**src/rtl/bl_wl_loader_pkg.sv**
```systemverilog
// Purpose: shared types and helpers for the BL/WL configuration-frame loader.
// Latency: n/a (package only).
// Backpressure: n/a (package only).
// Contents: loader state enum, counter-width helper.
package bl_wl_loader_pkg;

  // Loader sequencing states. The ST_ prefix keeps ST_DONE distinct from the
  // DONE output port of the top level.
  typedef enum logic [2:0] {
    ST_IDLE     = 3'd0,
    ST_WAIT     = 3'd1,
    ST_LOAD_BL  = 3'd2,
    ST_SHIFT_WL = 3'd3,
    ST_PROG     = 3'd4,
    ST_CLEAR    = 3'd5,
    ST_DONE     = 3'd6
  } state_t;

  // Width of a counter that must be able to hold the value n without wrapping.
  function automatic int cnt_w(input int n);
    return (n < 1) ? 1 : $clog2(n + 1);
  endfunction

  localparam int BL_LEN_MIN = 2;
  localparam int BL_LEN_MAX = 64;

endpackage

```
**src/rtl/bl_wl_loader_piso.sv**
```systemverilog
// Purpose: parallel-load, MSB-first shift register feeding the BL chain head.
// Latency: SOUT shows PDIN[WIDTH-1] the cycle after LOAD; one bit per SHIFT cycle after that.
// Backpressure: none; LOAD wins over SHIFT, zeros fill from the LSB end.
// Ports: CK/RSTN clock and sync active-low reset, LOAD/SHIFT enables,
//        PDIN parallel word, SOUT serial output (register MSB, so registered).
module bl_wl_loader_piso #(
  parameter int WIDTH = 16
) (
  input  logic             CK,
  input  logic             RSTN,
  input  logic             LOAD,
  input  logic             SHIFT,
  input  logic [WIDTH-1:0] PDIN,
  output logic             SOUT
);

  logic [WIDTH-1:0] sr;

  // Shifting zeros in means the register is empty again after WIDTH shifts,
  // so SOUT idles at 0 between frames without extra gating.
  always_ff @(posedge CK) begin
    if (!RSTN) begin
      sr <= '0;
    end else if (LOAD) begin
      sr <= PDIN;
    end else if (SHIFT) begin
      sr <= {sr[WIDTH-2:0], 1'b0};
    end
  end

  assign SOUT = sr[WIDTH-1];

endmodule

```
**src/rtl/bl_wl_shift_loader.sv**
```systemverilog
// Purpose: loads WL_LEN frames into BL/WL shift chains: serialise BL word, step WL token, strobe PROG_EN.
// Latency: BL_SHIFT 1 cycle after handshake; frame period BL_LEN+PROG_CYCLES+2 cycles best case.
// Backpressure: DIN_READY only in WAIT; source stalls by holding DIN_VALID low, loader waits indefinitely.
// Ports: CK clock, RSTN sync active-low reset, START load request (IDLE/DONE only),
//        DIN/DIN_VALID/DIN_READY frame handshake, BL_SIN/BL_SHIFT and WL_SIN/WL_SHIFT chain
//        drives, PROG_EN programming strobe, DONE completion flag.
// Option: define BL_WL_LOADER_PARITY_EN to add DIN_PARITY (even parity over DIN, sampled at
//         handshake) and sticky PARITY_ERR (cleared by an accepted START or reset).
module bl_wl_shift_loader
  import bl_wl_loader_pkg::*;
#(
  parameter int BL_LEN      = 16,
  parameter int WL_LEN      = 8,
  parameter int PROG_CYCLES = 2
) (
  input  logic              CK,
  input  logic              RSTN,
  input  logic              START,
  input  logic [BL_LEN-1:0] DIN,
  input  logic              DIN_VALID,
  output logic              DIN_READY,
  output logic              BL_SIN,
  output logic              BL_SHIFT,
  output logic              WL_SIN,
  output logic              WL_SHIFT,
  output logic              PROG_EN,
  output logic              DONE
`ifdef BL_WL_LOADER_PARITY_EN
  ,
  input  logic              DIN_PARITY,
  output logic              PARITY_ERR
`endif
);

  localparam int BW = cnt_w(BL_LEN);
  localparam int FW = cnt_w(WL_LEN);
  localparam int HW = cnt_w(PROG_CYCLES);

  state_t        state;
  logic [BW-1:0] bit_cnt;
  logic [FW-1:0] frame_cnt;
  logic [HW-1:0] hold_cnt;

  logic hs;          // frame accepted this cycle
  logic piso_shift;
  logic start_ok;    // START is honoured only when idle or finished

  assign hs         = (state == ST_WAIT) && DIN_VALID;
  assign piso_shift = (state == ST_LOAD_BL);
  assign start_ok   = START && ((state == ST_IDLE) || (state == ST_DONE));

  bl_wl_loader_piso #(
    .WIDTH (BL_LEN)
  ) u_piso (
    .CK    (CK),
    .RSTN  (RSTN),
    .LOAD  (hs),
    .SHIFT (piso_shift),
    .PDIN  (DIN),
    .SOUT  (BL_SIN)
  );

  // All outputs are set one cycle ahead of the state they belong to, so each
  // is a plain flop that is already valid on entry to that state.
  always_ff @(posedge CK) begin
    if (!RSTN) begin
      state     <= ST_IDLE;
      bit_cnt   <= '0;
      frame_cnt <= '0;
      hold_cnt  <= '0;
      DIN_READY <= 1'b0;
      BL_SHIFT  <= 1'b0;
      WL_SIN    <= 1'b0;
      WL_SHIFT  <= 1'b0;
      PROG_EN   <= 1'b0;
      DONE      <= 1'b0;
    end else begin
      case (state)
        ST_IDLE: begin
          if (START) begin
            frame_cnt <= '0;
            DIN_READY <= 1'b1;
            state     <= ST_WAIT;
          end
        end

        ST_WAIT: begin
          if (DIN_VALID) begin
            DIN_READY <= 1'b0;
            BL_SHIFT  <= 1'b1;
            bit_cnt   <= '0;
            state     <= ST_LOAD_BL;
          end
        end

        ST_LOAD_BL: begin
          if (bit_cnt == BW'(BL_LEN - 1)) begin
            BL_SHIFT <= 1'b0;
            WL_SHIFT <= 1'b1;
            // Only the first frame injects the token; later frames push it along.
            WL_SIN   <= (frame_cnt == '0);
            state    <= ST_SHIFT_WL;
          end else begin
            bit_cnt <= bit_cnt + BW'(1);
          end
        end

        ST_SHIFT_WL: begin
          WL_SHIFT <= 1'b0;
          WL_SIN   <= 1'b0;
          PROG_EN  <= 1'b1;
          hold_cnt <= '0;
          state    <= ST_PROG;
        end

        ST_PROG: begin
          if (hold_cnt == HW'(PROG_CYCLES - 1)) begin
            PROG_EN   <= 1'b0;
            frame_cnt <= frame_cnt + FW'(1);
            if (frame_cnt == FW'(WL_LEN - 1)) begin
              // Last frame: one more WL shift with a 0 pushes the token out.
              WL_SHIFT <= 1'b1;
              WL_SIN   <= 1'b0;
              state    <= ST_CLEAR;
            end else begin
              DIN_READY <= 1'b1;
              state     <= ST_WAIT;
            end
          end else begin
            hold_cnt <= hold_cnt + HW'(1);
          end
        end

        ST_CLEAR: begin
          WL_SHIFT <= 1'b0;
          DONE     <= 1'b1;
          state    <= ST_DONE;
        end

        ST_DONE: begin
          if (START) begin
            DONE      <= 1'b0;
            frame_cnt <= '0;
            DIN_READY <= 1'b1;
            state     <= ST_WAIT;
          end
        end

        default: begin
          state <= ST_IDLE;
        end
      endcase
    end
  end

`ifdef BL_WL_LOADER_PARITY_EN
  // Sticky error; the frame is still loaded even when parity is wrong.
  always_ff @(posedge CK) begin
    if (!RSTN) begin
      PARITY_ERR <= 1'b0;
    end else if (start_ok) begin
      PARITY_ERR <= 1'b0;
    end else if (hs && ((^DIN) != DIN_PARITY)) begin
      PARITY_ERR <= 1'b1;
    end
  end
`else
  // start_ok only feeds the parity flag; keep it referenced in the lean build.
  logic unused_start_ok;
  assign unused_start_ok = start_ok;
`endif

endmodule

```
**config.mk**
```make
export PLATFORM = sky130hd
export DESIGN_NAME = bl_wl_shift_loader
export DESIGN_NICKNAME = d
export VERILOG_FILES = /design/src/rtl/bl_wl_loader_pkg.sv /design/src/rtl/bl_wl_loader_piso.sv /design/src/rtl/bl_wl_shift_loader.sv
export SDC_FILE = /design/constraint.sdc
export NUM_CORES = 1
export LEC_CHECK = 0
export CORE_MARGIN = 1
export CORE_UTILIZATION = 48
export CTS_BUF_LIST = sky130_fd_sc_hd__clkbuf_8 sky130_fd_sc_hd__clkbuf_16
export DETAILED_ROUTE_END_ITERATION = 16
export GPL_TIMING_DRIVEN = 0
export PLACE_DENSITY = 0.76
export SLEW_MARGIN = 20
export SYNTH_ARGS = -nofsm -noshare
export SYNTH_HDL_FRONTEND = slang
export SYNTH_HIERARCHICAL = 1
export SYNTH_SLANG_ARGS = --single-unit
```
**constraint.sdc**
```tcl
create_clock -name CK -period 2.07 [get_ports CK]
set_input_delay 0.414 -clock CK [delete_from_list [all_inputs] [get_ports CK]]
set_output_delay 0.414 -clock CK [all_outputs]
set_load 0.005 [all_outputs]
```
==> results by group, run 1 <==
STA
  – Highest clock rate: 512 MHz
  – Slew headroom: 67.9%
  – Unrepaired setup endpoints after global routing: no
  – Fin crit period: 1950 ps
  – Hold Vio Cnt, Final: 0
  – Setup violators final: 0
  – Max Slew Vio Count: 0
  – WHS: 464 ps
  – Worst-margin pin slew: 481 ps
  – Clock skew: 6.87 ps
  – Crit share post-route: 94.3%
  – Final WS setup: 118 ps
  – Setup tns final: 0 ps

Synthesis
  – Ys flop type: dfxtp_1
  – Sequential area share after synthesis: 36.1%
  – Post-synth EDFFs: 0
  – Post-synth ARST share: 0%
  – Ys Warns: 6
  – Distinct cells, synth: 48
  – Mapped Cells: 210
  – Syn_nets: 235
  – Top post-synthesis cells by area: dfxtp_1 36%, o211a_1 7.5%, mux2_4 6.8%
  – Cell taking the most area after synthesis: dfxtp_1
  – Yosys top cell area share: 36.1%
  – Yosys reg bits: 36
  – Synth Cell Area: 2000 um^2
  – Avg Cell Area, Syn: 9.52 um^2

Floorplanning
  – # rows: 23
  – I/O pins: 27
  – Die Y: 66.5 um
  – Die area: 4420 um^2
  – Core Area: 4000 um^2
  – DIE WIDTH: 66.5 um
  – Starting density of the core: 50.0%

Placed design
  – GPL Wtd Cong: 0.786
  – Placed Cells: 286
  – HPWL Detailed: 2770 um
  – Worst slack, placed: -228 ps
  – # port buffers: 26

Clocking
  – H-tree depth: 2
  – Cts hold-fix bufs: 0
  – Sink Count: 36
  – Clk slew on worst S/H paths: 70 ps
  – CTS tree: done
  – Post-CTS Repair Setup Buffers: 0
  – Worst-Skew Late Latency: 280 ps
  – CTS Buf Count: 5
  – CTS root buf: clkbuf_8
  – CTS Buffer Depth: 2

Worst setup path
  – Cell mode on critical path: ha_1
  – WP depth: 7
  – Startpoint types: flop
  – Crit path largest cell delay: 410 ps
  – Crit path buf inv count: 0
  – CP max stage cell: or3b_4
  – Crit-path max FO: 4
  – Delay-heaviest family, CP: simple AND/OR/NAND/NOR gates
  – Worst EP required: 2230 ps
  – Crit end category: flop
  – Reg2Reg Depth: 7
  – Critical path type: flop to flop
  – CP cell instances: ha_1, and3_1, ha_1, or3b_4, a21o_1, a22oi_1, nor2_1
  – Worst path arrival time: 2110 ps

Worst hold path
  – Worst hold-check path type: flop to flop
  – Hold path cells: 2

Final layout
  – Ant diodes: 0
  – Share of layout cells above drive strength 1: 16.4%
  – Commonest non-fill, non-tap cell in the layout: dfxtp_1
  – Reg area: 721 um^2
  – Commonest non-fill, non-tap cells in the layout: 36 x dfxtp_1, 26 x clkdlybuf4s50_1, 20 x nand2b_1
  – Multi-input combinational cell area: 1150 um^2
  – Synth-to-Final Area Change: 22.0%
  – # fillers: 357
  – Cell Count, Final, Fillers Out: 294
  – Net count, final: 268

Global route
  – Global-route wire length before repair: 6440 um
  – Vias in the first global route: 1,486
  – Total global routing overflow: 0
  – GRT Total Usage: 19.0%
  – Largest net degree at the start of global routing: 12
  – Initial antenna violation count: 0

Routing
  – Initial DRC count: 76
  – Final ANT Viol Nets: 0
  – Total number of vias: 1,590
  – Met2 routed WL: 1810 um
  – Vias per cell: 5.41
  – DRT met1 WL: 1850 um
  – Top Layer Used: met4
  – Met3 WL: 153 um
  – WL per Instance: 13.1 um
  – Final WL: 3840 um
  – Post-route DRC violation count: 0
  – Drt pass-1 iters: 4

Power and ir drop
  – Power Total: 1.73 mW
  – Leakage power: 1.06 nW
  – Peak VDD IR: 0.000461 V
  – PwrDens: 712 nW/um^2

Run
  – Max-cap viol count: 0

Status
  – Status: complete, no violations
-- worst reg2reg max path, cell delays in order, from the launching register on --
cell	delay (ps)
dfxtp_1	340
ha_1	210
and3_1	190
ha_1	230
or3b_4	410
a21o_1	220
a22oi_1	180
nor2_1	60
-- routing by layer --
metal	vias to the layer above	track usage (%)
li1	818	-
met1	736	24.0
met2	32	31.3
met3	4	4.79
met4	0	6.38
met5	-	0
-- path summary, 6_finish.rpt --
kind,startpoint,endpoint,slack (ps)
max,bit_cnt[0],bit_cnt[1],120
min,WL_SIN,WL_SIN,460
min reg2reg,WL_SIN,WL_SIN,460
max reg2reg,bit_cnt[0],bit_cnt[1],120
-- layout make-up --
| class | instances | area share (%) |
|---|---|---|
| Multi-Input combinational cell | 151 | 47.3 |
| Sequential cell | 36 | 29.6 |
| Timing Repair Buffer | 26 | 10.7 |
| Buffer | 15 | 4.26 |
| Clock buffer | 5 | 2.82 |
| Tap cell | 50 | 2.57 |
| Clock inverter | 3 | 1.59 |
| Inverter | 8 | 1.23 |
-- cell families after synthesis --
group                      after synthesis  share of synthesized area, %
and+or+nand+nor                         71                          20.1
AOI/OAI and AO/OA                       53                          20.6
DFF                                     36                          36.1
buffers and inverters                   23                          6.64
muxes                                   19                          12.1
adders and majority gates                5                          3.13
xor gates and xnor gates                 3                          1.32
-- sequential cells by signal (all words and copies together), names as in the netlist --
name,count
WL_SHIFT,1
u_piso/sr,16
BL_SHIFT,1
PROG_EN,1
state,3
frame_cnt,4
DONE,1
DIN_READY,1
hold_cnt,2
WL_SIN,1
bit_cnt,5
-- through the flow --
step	cell area, um^2	util (%)
2_1_floorplan	2000	-
3_3_place_gp	2320	58.0
3_5_place_dp	2320	58.0
4_1_cts	2430	60.7
5_1_grt	2440	60.9
6_report	2440	60.9
-- what timing repair did --
item / 4_1_cts / 5_1_grt
endpoints found under the setup margin: 0 / 14
hold endpoints to repair: 0 / 0
gates resized for setup: 0 / 4
-- report_power, final --
group	leakage, nW	switching [mW]	internal (mW)	total (mW)
Clock	0.0593	0.237	0.352	0.589
Combinational	0.703	0.169	0.205	0.374
Sequential	0.293	0.0268	0.746	0.772
-- cell usage after synthesis, types with 2 or more instances --
cell        n
dfxtp_1    36
nand2b_1   20
nor2_1     17
o211a_1    15
nand2_1    13
a21oi_1    10
mux2_4      9
inv_1       8
buf_2       6
mux2_2      6
o21ai_1     6
clkbuf_1    5
ha_1        5
mux2i_1     4
nand3_1     4
a31oi_1     3
buf_6       3
nor2b_1     3
a211oi_2    2
nor3b_1     2
nor4b_2     2
o2111ai_1   2
o21ai_0     2
o41ai_1     2
xnor2_1     2
Note: power is estimated with default switching activity, not from simulation.
==> run 2: changes to the inputs <==
Settings changed: CTS_BUF_LIST sky130_fd_sc_hd__clkbuf_8 sky130_fd_sc_hd__clkbuf_16 to sky130_fd_sc_hd__clkbuf_8, PLACE_DENSITY 0.76 to 0.77, RECOVER_POWER from default to 50, SYNTH_HIERARCHICAL 1 to default.
==> run 2 against run 1 <==
Register-to-register slack worse by 20 ps; utilization grew 1.7 points; first-iteration DRC count rose by 28%; cell area down 6.0%; critical endpoint is now bit_cnt[3]; critical path type unchanged; fmax decreased by 0.91%.
==> results by group, run 2 <==
Routing
  – Final WL: 4020 um
  – Vias per cell: 5.59
  – Initial DRC count: 97
  – Post-route DRC violation count: 0
  – Final ANT Viol Nets: 0
  – WL per Instance: 13.8 um
  – Drt pass-1 iters: 4
  – Total number of vias: 1,632

Synthesis
  – Synth Cell Area: 1830 um^2
  – Yosys reg bits: 36
  – Largest family of logic cells by synthesized area: compound AO/OA/AOI/OAI gates
  – Post-synthesis adder-cell area fraction: 3.42%
  – Simple-gate share of the synthesized area: 17.1%
  – Most frequent cells after synthesis: 36 x dfxtp_1, 26 x a21oi_1, 23 x o21ai_0
  – Mapped Cells: 210
  – Top post-synthesis cells by area: dfxtp_1 39%, mux2i_1 9.3%, a21oi_1 7.1%
  – Post-synth ARST share: 0%
  – Post-Synth XOR/XNOR Area: 0.959%
  – Yosys top cell area share: 39.5%
  – Ys flop type: dfxtp_1
  – Distinct cells, synth: 49
  – Count leader, synth: dfxtp_1
  – Compound-gate portion of the synthesized area: 22.3%
  – Ys Warns: 0
  – Sequential area share after synthesis: 39.5%
  – Syn_nets: 235
  – Cell taking the most area after synthesis: dfxtp_1
  – Mux contribution to synthesized area: 10.5%
  – Avg Cell Area, Syn: 8.70 um^2
  – Post-synth EDFFs: 0

Final layout
  – Commonest non-fill, non-tap cell in the layout: dfxtp_1
  – Final Core Density: 62.6%
  – Largest registers: u_piso.sr (16), bit_cnt (5), frame_cnt (4)
  – # fillers: 315
  – Share of layout cells above drive strength 1: 9.02%
  – Net count, final: 268
  – Max FFs per register: 16
  – Largest register by flop count: u_piso.sr
  – Reg area: 722 um^2
  – Commonest non-fill, non-tap cells in the layout: 35 x dfxtp_1, 25 x a21oi_1, 23 x o21ai_0
  – Multi-input combinational cell area: 1020 um^2
  – Synth-to-Final Area Change: 25.5%
  – Ant diodes: 0

STA
  – Final WS setup: 100 ps
  – WHS: 471 ps
  – Slew headroom: 54.4%
  – Highest clock rate: 508 MHz
  – Setup violators final: 0
  – Fin crit period: 1970 ps
  – Unrepaired setup endpoints after global routing: no
  – Worst-margin pin slew: 675 ps
  – Clock skew: 4.48 ps
  – Max Slew Vio Count: 0
  – Hold Vio Cnt, Final: 0
  – Crit share post-route: 95.2%

Floorplanning
  – Die Y: 63.7 um
  – I/O pins: 27
  – Starting density of the core: 49.9%
  – Die area: 4060 um^2
  – # rows: 22
  – Core Area: 3660 um^2
  – DIE WIDTH: 63.7 um

Worst setup path
  – Crit path largest cell delay: 530 ps
  – Crit-path max FO: 7
  – Critical path type: flop to flop
  – CP cell instances: ha_1, and3_4, ha_4, or4b_4, or3_4, a21oi_2
  – Worst path arrival time: 2190 ps
  – CP max stage cell: or4b_4
  – Crit path buf inv count: 0
  – Crit end category: flop
  – Delay-heaviest family, CP: simple AND/OR/NAND/NOR gates
  – Worst EP required: 2290 ps
  – Startpoint types: flop

Clocking
  – Worst-Skew Late Latency: 290 ps
  – Clk slew on worst S/H paths: 70 ps
  – H-tree depth: 2
  – CTS Buf Count: 5
  – CTS tree: done
  – CTS root buf: clkbuf_8
  – CTS Buffer Depth: 2
  – Sink Count: 36
  – Cts hold-fix bufs: 0

Placed design
  – Worst slack, placed: -122 ps
  – HPWL Detailed: 2830 um
  – GPL Wtd Cong: 0.821
  – # port buffers: 26

Power and ir drop
  – Leakage power: 0.908 nW
  – PwrDens: 701 nW/um^2
  – Peak VDD IR: 0.000437 V

Run
  – Max-cap viol count: 0

Global route
  – Largest net degree at the start of global routing: 13
  – Vias in the first global route: 1,566
  – Initial antenna violation count: 0
  – Total global routing overflow: 0
  – Global-route wire length before repair: 6960 um
  – GRT Total Usage: 22.1%

Worst hold path
  – Worst hold-check path type: flop to flop

Status
  – Status: complete, no violations
## run 2: metrics by stage
step,power [mW],TNS [ps],cells,cell area [um^2]
3_3_place_gp,1.01,-173,284,2150
5_1_grt,1.69,0,292,2290
4_1_cts,1.63,0,293,2290
3_5_place_dp,1.01,-213,284,2150
6_report,1.61,0,292,2290
2_1_floorplan,0.921,0,210,1830
## run 2: kinds of logic after synthesis
| logic type | after synthesis |
|---|---|
| AOI/OAI and AO/OA | 70 |
| and+or+nand+nor | 51 |
| DFF | 36 |
| buffers and inverters | 27 |
| muxes | 19 |
| adders and majority gates | 5 |
| xor gates and xnor gates | 2 |
## run 2: power breakdown
part | internal, mW | switching [mW] | total (mW)
Sequential | 0.732 | 0.0222 | 0.754
Clock | 0.356 | 0.250 | 0.606
Combinational | 0.119 | 0.126 | 0.245
## run 2: path summary, 6_finish.rpt
| path | startpoint | end | slack [ps] | cells after the start |
|---|---|---|---|---|
| worst min register to register | DIN_READY | DIN_READY | 470 | 2 |
| worst max register to register | bit_cnt[0] | bit_cnt[3] | 100 | 6 |
| worst max-delay path | bit_cnt[0] | bit_cnt[3] | 100 | 6 |
| worst min-delay path | DIN_READY | DIN_READY | 470 | 2 |
## run 2: worst register-to-register path, stage by stage, from the launching register on
cell     delay (ps)
dfxtp_2         340
ha_1            200
and3_4          190
ha_4            150
or4b_4          530
or3_4           390
a21oi_2         110
## run 2: timing repair
action,in CTS,in global routing
buffers inserted,1,0
pin swaps,1,1
resized for setup,7,2
setup endpoints to repair,2,2
cloned,0,0
## run 2: layout make-up
class                      instances  share of cell area (%)
sequential                        36                    31.5
clock inverter                     3                    1.86
timing repair buffer              27                    11.7
inverter                          11                    1.80
tap                               48                    2.62
multi-input combinational        147                    44.6
clock buffer                       5                    3.00
buffer                            15                    2.95
## run 2: layer usage
layer	global-route usage, %	vias to the layer above	wire [um]
met5	0	-	0
met4	7.39	0	52
met3	5.62	5	180
met2	36.4	43	1890
met1	27.8	752	1900
li1	-	832	-
==> run 3: changes to the inputs <==
Settings changed: CORE_UTILIZATION 48 to 56, PLACE_DENSITY 0.77 to 0.87.
==> run 3 against run 2 <==
Wire length fell by 2.6%; setup slack improved by 49 ps; via count is 0.49% lower; critical path type unchanged; first-iteration DRC count fell by 13%; cell count down 1.0%.
==> results by group, run 3 (same netlist as run 2, synthesis figures left out) <==
Routing
  – Initial DRC count: 84
  – Vias per cell: 5.62
  – WL per Instance: 13.6 um
  – Drt pass-1 iters: 4
  – Total number of vias: 1,624
  – Final WL: 3920 um
  – Final ANT Viol Nets: 0
  – Post-route DRC violation count: 0

STA
  – Setup violators final: 0
  – Crit share post-route: 92.8%
  – Unrepaired setup endpoints after global routing: no
  – Max Slew Vio Count: 0
  – Final WS setup: 149 ps
  – Setup tns final: 0 ps
  – Highest clock rate: 521 MHz
  – Fin crit period: 1920 ps
  – Clock skew: 3.76 ps
  – Worst-margin pin slew: 726 ps
  – Hold Vio Cnt, Final: 0
  – Slew headroom: 51.0%

Clocking
  – H-tree depth: 2
  – Sink Count: 36
  – CTS root buf: clkbuf_8
  – CTS tree: done
  – Clk slew on worst S/H paths: 70 ps
  – CTS Buf Count: 5
  – Cts hold-fix bufs: 0
  – CTS Buffer Depth: 2
  – Worst-Skew Late Latency: 280 ps

Global route
  – GRT Total Usage: 24.5%
  – Vias in the first global route: 1,475
  – Largest net degree at the start of global routing: 12
  – Global-route wire length before repair: 6400 um
  – Total global routing overflow: 0
  – Initial antenna violation count: 0

Final layout
  – # fillers: 244
  – Synth-to-Final Area Change: 24.5%
  – Net count, final: 269
  – Multi-input combinational cell area: 1020 um^2
  – Reg area: 723 um^2
  – Commonest non-fill, non-tap cell in the layout: dfxtp_1
  – Commonest non-fill, non-tap cells in the layout: 34 x dfxtp_1, 25 x a21oi_1, 24 x o21ai_0
  – Largest registers: u_piso.sr (16), bit_cnt (5), frame_cnt (4)
  – Final Core Density: 73.9%
  – Largest register by flop count: u_piso.sr
  – Ant diodes: 0
  – Max FFs per register: 16
  – Share of layout cells above drive strength 1: 9.39%

Placed design
  – HPWL Detailed: 2760 um
  – # port buffers: 26
  – GPL Wtd Cong: 0.872
  – Worst slack, placed: -91.2 ps

Worst setup path
  – Crit path buf inv count: 0
  – Worst EP required: 2290 ps
  – CP max stage cell: or4b_4
  – CP cell instances: ha_2, and3_4, ha_4, or4b_4, or3_1, a21oi_2
  – Crit path largest cell delay: 520 ps
  – Startpoint types: flop
  – Delay-heaviest family, CP: simple AND/OR/NAND/NOR gates
  – Critical path type: flop to flop
  – Worst path arrival time: 2140 ps
  – Crit end category: flop
  – Crit-path max FO: 7

Floorplanning
  – Core Area: 3080 um^2
  – I/O pins: 27
  – # rows: 20
  – Die area: 3490 um^2
  – Die Y: 59.1 um
  – Starting density of the core: 59.3%
  – DIE WIDTH: 59.1 um

Worst hold path
  – Worst hold-check path type: flop to flop

Power and ir drop
  – Peak VDD IR: 0.000475 V
  – Leakage power: 0.906 nW
  – PwrDens: 660 nW/um^2

Run
  – Max-cap viol count: 0

Status
  – Status: complete, no violations
==> run 3: cell type report <==
cell class	count	area share, %
well taps	44	2.42
repair buffers	28	12.1
flip-flops and latches	36	31.8
inverters	11	1.82
clock inverters	2	0.440
plain buffers	15	2.92
clock buffers	6	3.63
multi-input cells	147	44.9
==> run 3: worst paths after layout <==
check / startpoint / to / slack, ps / depth (start not counted)
max: bit_cnt[0] / bit_cnt[3] / 150 / 6
min: DIN_READY / DIN_READY / 460 / 2
max reg2reg: bit_cnt[0] / bit_cnt[3] / 150 / 6
min reg2reg: DIN_READY / DIN_READY / 460 / 2
==> run 3: routing by layer <==
layer  vias to the layer above  wire length [um]  part of all wire, %  GRT usage (%)
met5                         -                 0                    0              0
met4                         0                61                  1.6           10.2
met3                        10               122                  3.1           3.93
met2                        31              1850                   47           41.7
met1                       752              1890                   48           30.6
li1                        831                 -                    -              -
==> run 3: through the flow <==
stage	std cells	area (um^2)	hold slack [ps]	power, mW
5_1_grt	289	2270	504	1.57
2_1_floorplan	210	1830	447	0.921
3_5_place_dp	280	2140	460	1.01
3_3_place_gp	280	2140	456	1.01
4_1_cts	289	2270	468	1.52
6_report	289	2270	463	1.50
==> run 3: timing repair <==
| item | CTS | global route |
|---|---|---|
| gates resized for setup | 7 | 3 |
| setup buffers | 1 | 1 |
| endpoints found under the setup margin | 2 | 2 |
| pin swaps | 1 | 1 |
==> run 3: where the power goes <==
group,switching [mW],total [mW],leakage [nW],internal [mW]
combinational,0.125,0.246,0.561,0.120
sequential,0.0215,0.754,0.294,0.732
clock,0.236,0.501,0.0510,0.265
total,0.383,1.50,0.906,1.12
==> run 3: tightest hold or removal path, stage by stage, from the launching register on <==
cell	delay, ps
dfxtp_1	310
nand3_1	60
o21ai_1	50
